[src/rtl/router_pkg.sv]
// Shared router definitions: flit layout, flit-type codes and the output-port FSM states.
package router_pkg;

    localparam int FLIT_W = 10;
    localparam int NPORT  = 4;

    localparam logic [1:0] FT_IDLE = 2'b00;
    localparam logic [1:0] FT_TAIL = 2'b01;
    localparam logic [1:0] FT_HEAD = 2'b10;
    localparam logic [1:0] FT_BODY = 2'b11;

    typedef enum logic {
        ARB  = 1'b0,
        XFER = 1'b1
    } state_t;

    typedef struct packed {
        logic [1:0] ftype;
        logic [7:0] payload;
    } flit_t;

endpackage

[src/rtl/rr_arb4.sv]
// Combinational 4-way round-robin pick: first set request scanning upward from ptr+1, wrapping.
module rr_arb4 (
    input  logic [3:0] req,
    input  logic [1:0] ptr,
    output logic [1:0] idx,
    output logic       any
);

    logic [1:0] w_cand;

    // Scan from the farthest candidate back to the nearest so the nearest set bit wins.
    always_comb begin
        idx    = '0;
        w_cand = '0;
        for (int unsigned k = 4; k >= 1; k--) begin
            w_cand = ptr + 2'(k);
            if (req[w_cand]) idx = w_cand;
        end
    end

    assign any = |req;

endmodule

[src/rtl/outport_arb.sv]
// One router output port: round-robin packet-granular arbitration with a registered flit output.
module outport_arb
    import router_pkg::*;
#(
    parameter int NPORT  = router_pkg::NPORT,
    parameter int FLIT_W = router_pkg::FLIT_W
) (
    input  logic                          clk,
    input  logic                          rst_n,
    input  logic [NPORT-1:0]              req,
    input  logic [NPORT-1:0][FLIT_W-1:0]  pkti,
    input  logic                          out_ready,
    output logic [NPORT-1:0]              grant,
    output logic [FLIT_W-1:0]             pkto,
    output logic                          busy
);

    state_t             r_state;
    state_t             w_next;
    logic [1:0]         r_ptr;
    logic [1:0]         r_lock;
    logic [FLIT_W-1:0]  r_pkto;

    logic [1:0]         w_idx;
    logic               w_any;
    flit_t              w_flit;
    logic               w_take;
    logic               w_tail;

    rr_arb4 u_rr (
        .req (req),
        .ptr (r_ptr),
        .idx (w_idx),
        .any (w_any)
    );

    assign w_flit = flit_t'(pkti[r_lock]);
    assign w_take = (r_state == XFER) && out_ready && (w_flit.ftype != FT_IDLE);
    assign w_tail = w_take && (w_flit.ftype == FT_TAIL);

    always_comb begin
        w_next = r_state;
        grant  = '0;
        case (r_state)
            ARB: begin
                if (w_any) w_next = XFER;
            end
            XFER: begin
                grant[r_lock] = w_take;
                if (w_tail) w_next = ARB;
            end
            default: w_next = ARB;
        endcase
    end

    always_ff @(posedge clk) begin
        if (!rst_n) begin
            r_state <= ARB;
            r_ptr   <= 2'd3;
            r_lock  <= '0;
            r_pkto  <= '0;
        end else begin
            r_state <= w_next;
            if (r_state == ARB && w_any) r_lock <= w_idx;
            r_pkto <= w_take ? pkti[r_lock] : '0;
            // The just-served input becomes the scan origin, so it gets lowest priority next.
            if (w_tail) r_ptr <= r_lock;
        end
    end

    assign pkto = r_pkto;
    assign busy = (r_state == XFER);

endmodule

[config.mk]
export PLATFORM = sky130hd
export DESIGN_NAME = outport_arb
export DESIGN_NICKNAME = d
export VERILOG_FILES = /design/src/rtl/router_pkg.sv /design/src/rtl/rr_arb4.sv /design/src/rtl/outport_arb.sv
export SDC_FILE = /design/constraint.sdc
export NUM_CORES = 1
export LEC_CHECK = 0
export ABC_AREA = 1
export ABC_CLOCK_PERIOD_IN_PS = 1800
export BUFFER_PORTS_ARGS = -buffer_cell sky130_fd_sc_hd__buf_2
export CAP_MARGIN = 20
export CORE_ASPECT_RATIO = 1.2
export CORE_MARGIN = 10
export CORE_UTILIZATION = 35
export CTS_CLUSTER_SIZE = 10
export DETAILED_ROUTE_END_ITERATION = 12
export GPL_TIMING_DRIVEN = 0
export PLACE_DENSITY = 0.71
export SLEW_MARGIN = 20
export SYNTH_ARGS = -nofsm -noshare
export SYNTH_HDL_FRONTEND = slang
export SYNTH_SLANG_ARGS = --single-unit
[constraint.sdc]
create_clock -name clk -period 1.8 [get_ports clk]
set_input_delay 0.36 -clock clk [delete_from_list [all_inputs] [get_ports clk]]
set_output_delay 0.36 -clock clk [all_outputs]
set_load 0.005 [all_outputs]
# Word level (Yosys, flattened, before mapping)
# Index checks and enable logic that the tools add are counted.
# word_totals
regBits	15
inputBits	47
out_inout_bits	15
wordCells	44
# classes
add_sub_neg	3
n_lt_le_gt_ge	6
eq_ne	1
muxes	20
n_bitwise	2
n_reduce_logical	8
# ops
operator	count
binary-select mux 10 bit (select 2 bit)	1
< comparator 2 x 3 -> 1 bit, second input constant	5
two-way mux 10 bit	1
binary-select mux 1 bit (select 2 bit)	4
two-way mux 2 bit	4
two-way mux 1 bit	7
logical AND 1 bit	5
adder 2 bit, second input constant	2
AND 4 bit	1
two-way mux 4 bit	1
OR reduction 4 bit	1
adder 2 x 1 -> 2 bit, second input constant	1
demux 1 bit (select 2 bit)	1
equality test 2 x 1 -> 1 bit, second input constant	1
>= comparator 2 x 1 -> 1 bit, second input constant	1
case mux 1 bit (2 select lines)	1
AND reduction 2 bit	1
nonzero test 2 bit	1
NOT 1 bit	1

# Logic depth before layout (Yosys ltp)
# depth
ltp_word	7
depth_mapped	11

# Hierarchy
# A second synthesis with hierarchy kept.
# unflattened
cells_unflattened	177
area_unflattened_um2	1103.6
# modules_own_cells
module	n_inst	cells_per_inst	area_per_inst_um2	seq_area_each_um2
outport_arb	1	126	837.1	300.3
rr_arb4	1	51	266.5	0.0

# Least setup slack after synthesis
# OpenSTA, ideal clock, no wires.
# synth_path
path_kind	register to output
start	register r_lock[1]
end	output port grant[0]
arrival_time_ps	1078
slack_ps	362
path_stages_with_launch	7
path_buffers	1
cell_sequence	dfxtp_1 > buf_4 > nand3_1 > nand4_2 > nand2b_4 > nand2_2 > nor3_1
# synth_via
elab_chain_cells	6
# synth_lines
element	line	source
start, declared	outport_arb.sv:21	logic [1:0] r_lock;
start signal, assigned	outport_arb.sv:64	if (r_state == ARB && w_any) r_lock <= w_idx;
< comparator 2 x 3 -> 1 bit (not written as such) (tied with other cells)	outport_arb.sv:49	grant[r_lock] = w_take;
logical AND 1 bit (not written as such) or two-way mux 10 bit (tied branches)	outport_arb.sv:49, outport_arb.sv:37	
two-way mux 1 bit (not written as such) or nonzero test 2 bit (tied branches)	outport_arb.sv:49, outport_arb.sv:38	
demux 1 bit (select 2 bit) or logical AND 1 bit (tied branches)	outport_arb.sv:49, outport_arb.sv:38	
AND 4 bit (no line) (*)	--	
two-way mux 4 bit (*)	outport_arb.sv:44	case (r_state)
end, declared	outport_arb.sv:13	output logic [NPORT-1:0] grant,
# Mark *: on every way between the ends. The rest lies on a longest branch, timed or not. The select of a mux whose other input is x is not followed.

# Worst setup path after layout
# layout_path
start	register r_lock[0]
end	output port grant[1]
# The elaborated chain is that of the path after synthesis.

==> impl_metrics.toml <==
[synth]
async_reset_ff_share_pct = 0
synth_top_family_by_area = "simple AND/OR/NAND/NOR gates"
synth_edf_count = 0
ys_seq_area_share_pct = 30.9
yosysWarnings = 0
synth.net_count = 201
synth_cell_types = 21
synth-compound-area-share_pct = 20.3
avgSynthCellArea_um2 = 6.31
synth_adder_area_share_pct = 0
synth-xor-area-share_pct = 0
synth-simple-area-share_pct = 39.5
ys_seq_elements = 15
synth_mux_area_share_pct = 0
syn_area_um2 = 972
synthCells = 154
synth_flop_cell = "dfxtp_1"

[sta]
setup_slack_ps = -46.5
period_share_pct = 103
fin_crit_ps = 1850
maxSlewHeadroom_pct = 73.3
rsz0062_at_grt = "true"
setup_violations = 2
hold_violations = 0
finalMaxSlewViolations = 0
worst_pin_slew_ps = 398
fmax_mhz = 542
fin_skew_ps = 6.61

[clock_tree]
htree_num_levels = 1
clock_latency_ps = 290
numCtsBuffers = 3
cts.sinks = 15
cts_buffer_depth = 2
cts_tree = "yes"
cts.clk_slew.worst_paths_ps = 100
clockRootBuffer = "clkbuf_4"

[global_routing]
grt_pass1_vias = 1237
grt_pass1_wl_um = 5320
track_usage_pct = 12.2
antenna_found_initial = 0
grt_overflow = 0
grt_max_degree = 12

[drt]
drtIter0Drc = 151
wl_um = 3460
drc = 0
dr.pass1.iters = 4
vias_per_cell = 4.88
vias = 1254
wl_per_cell_um = 13.5
antenna_left = 0

[status]
status = "finished with violations"
violations = "negative setup slack"

[run]
cap_violations = 0

[setup_path]
reg2reg_slack_ps = 300
worst-endpoint-required_ps = 1440
cp_max_fo = 6
worstPathArrival_ps = 1490
path_class = "reg2out"
reg2reg_depth = 7
crit_path_end_kind = "output port"
start_kind = "register"

[place]
detailedPlace.worstSlack_ps = 129
place_congestion = 0.848
dpl.hpwl_um = 2750
port_buffers = 61
postPlaceCellArea_um2 = 1320

[floorplanning]
coreArea_um2 = 2600
dieArea_um2 = 5290
num_rows = 20
die_w_um = 68.1
start_util_pct = 37.4
ios = 62
die_h_um = 77.7

[hold_path]
min_path_type = "in2reg"
whs_path_depth = 3

[cells_and_area]
multi_input_area_um2 = 653
stdcell_area_um2 = 1480
antennaDiodeCount = 0
area.growth.synth_to_final_pct = 52.5
fill_cells = 257
final_common_cell = "buf_2"
fin_nets = 272
seq_area_um2 = 308
final_cell_mix = "buf_2, nand2_1, a21oi_1, nand3_1, dfxtp_1"
drive_above_1_share_pct = 44.2

[power]
power_density_nw_per_um2 = 665
leakage_uw = 0.000796
vdd_drop_max_mv = 0.286
## metal layers
layer | track usage, % | wire length, µm | up-vias
met2 | 20.6 | 1590 | 51
met5 | 0 | 0 | -
met4 | 2.42 | 0 | 0
met3 | 4.31 | 524 | 0
li1 | - | - | 659
met1 | 14.3 | 1350 | 544
## stage by stage
| stage | utilization [%] | total power [µW] | std cells | TNS (ps) | hold slack [ps] |
|---|---|---|---|---|---|
| after detailed placement | 50.7 | 717 | 248 | 0 | 527 |
| final | 57.0 | 986 | 257 | -50.6 | 315 |
| after global placement | 50.7 | 715 | 248 | 0 | 507 |
| after floorplan | - | 599 | 154 | 0 | 459 |
| after global routing | 57.0 | 1050 | 257 | -224 | 330 |
| after CTS | 54.7 | 949 | 255 | 0 | 327 |
## state kept, by name, indices dropped and copies added (netlist names)
register	count
r_lock	2
r_ptr	2
busy	1
pkto	10
## kinds of logic after synthesis
kind of cell,Yosys count
AOI/OAI and AO/OA,36
and+or+nand+nor,82
DFF,15
buffers and inverters,21
## worst max-delay path, cell delays in order (launching register included)
cell and delay, ps:
dfxtp_4 390, inv_6 80, nand2_2 60, a21oi_4 140, nor2_4 70, nand2b_4 80, nand2_4 70, nor3_2 170
buf_2 140
## path summary, 6_finish.rpt
kind	from	to
hold reg to reg	busy	pkto[8]
hold / removal	out_ready	pkto[8]
setup reg to reg	r_lock[1]	pkto[6]
setup / recovery	r_lock[0]	grant[1]
## synthesized netlist by cell type (2+ instances only)
cell	instances	area, µm²
o21ai_0	3	15.0
a21oi_1	21	105
o211ai_1	2	15.0
buf_2	6	30.0
dfxtp_1	15	300
a31oi_1	10	62.6
nand2_1	50	188
inv_1	11	41.3
nand3_1	16	80.1
nor2_1	5	18.8
inv_2	2	7.51
nor3_1	4	20.0
## final cells by class
class / instances / share of cell area, %
multi-input combinational: 118 / 44.1
sequential: 15 / 20.8
timing repair buffer: 67 / 23.6
inverter: 13 / 3.97
buffer: 7 / 2.95
clock inverter: 1 / 0.338
clock buffer: 3 / 1.52
tap: 33 / 2.78
## where the power goes
group	switching [µW]	total, µW	internal [µW]
Clock	117	199	82.7
Sequential	21.7	374	352
Combinational	230	413	183
Total	368	986	618
## timing repair
item                                    CTS  global route
pin swaps                                 3             4
cloned                                    0             0
setup buffers                             4             2
hold buffers                              0             0
endpoints found under the setup margin    4             4
resized for setup                        16            11
Power figures use the tool's default switching activity.
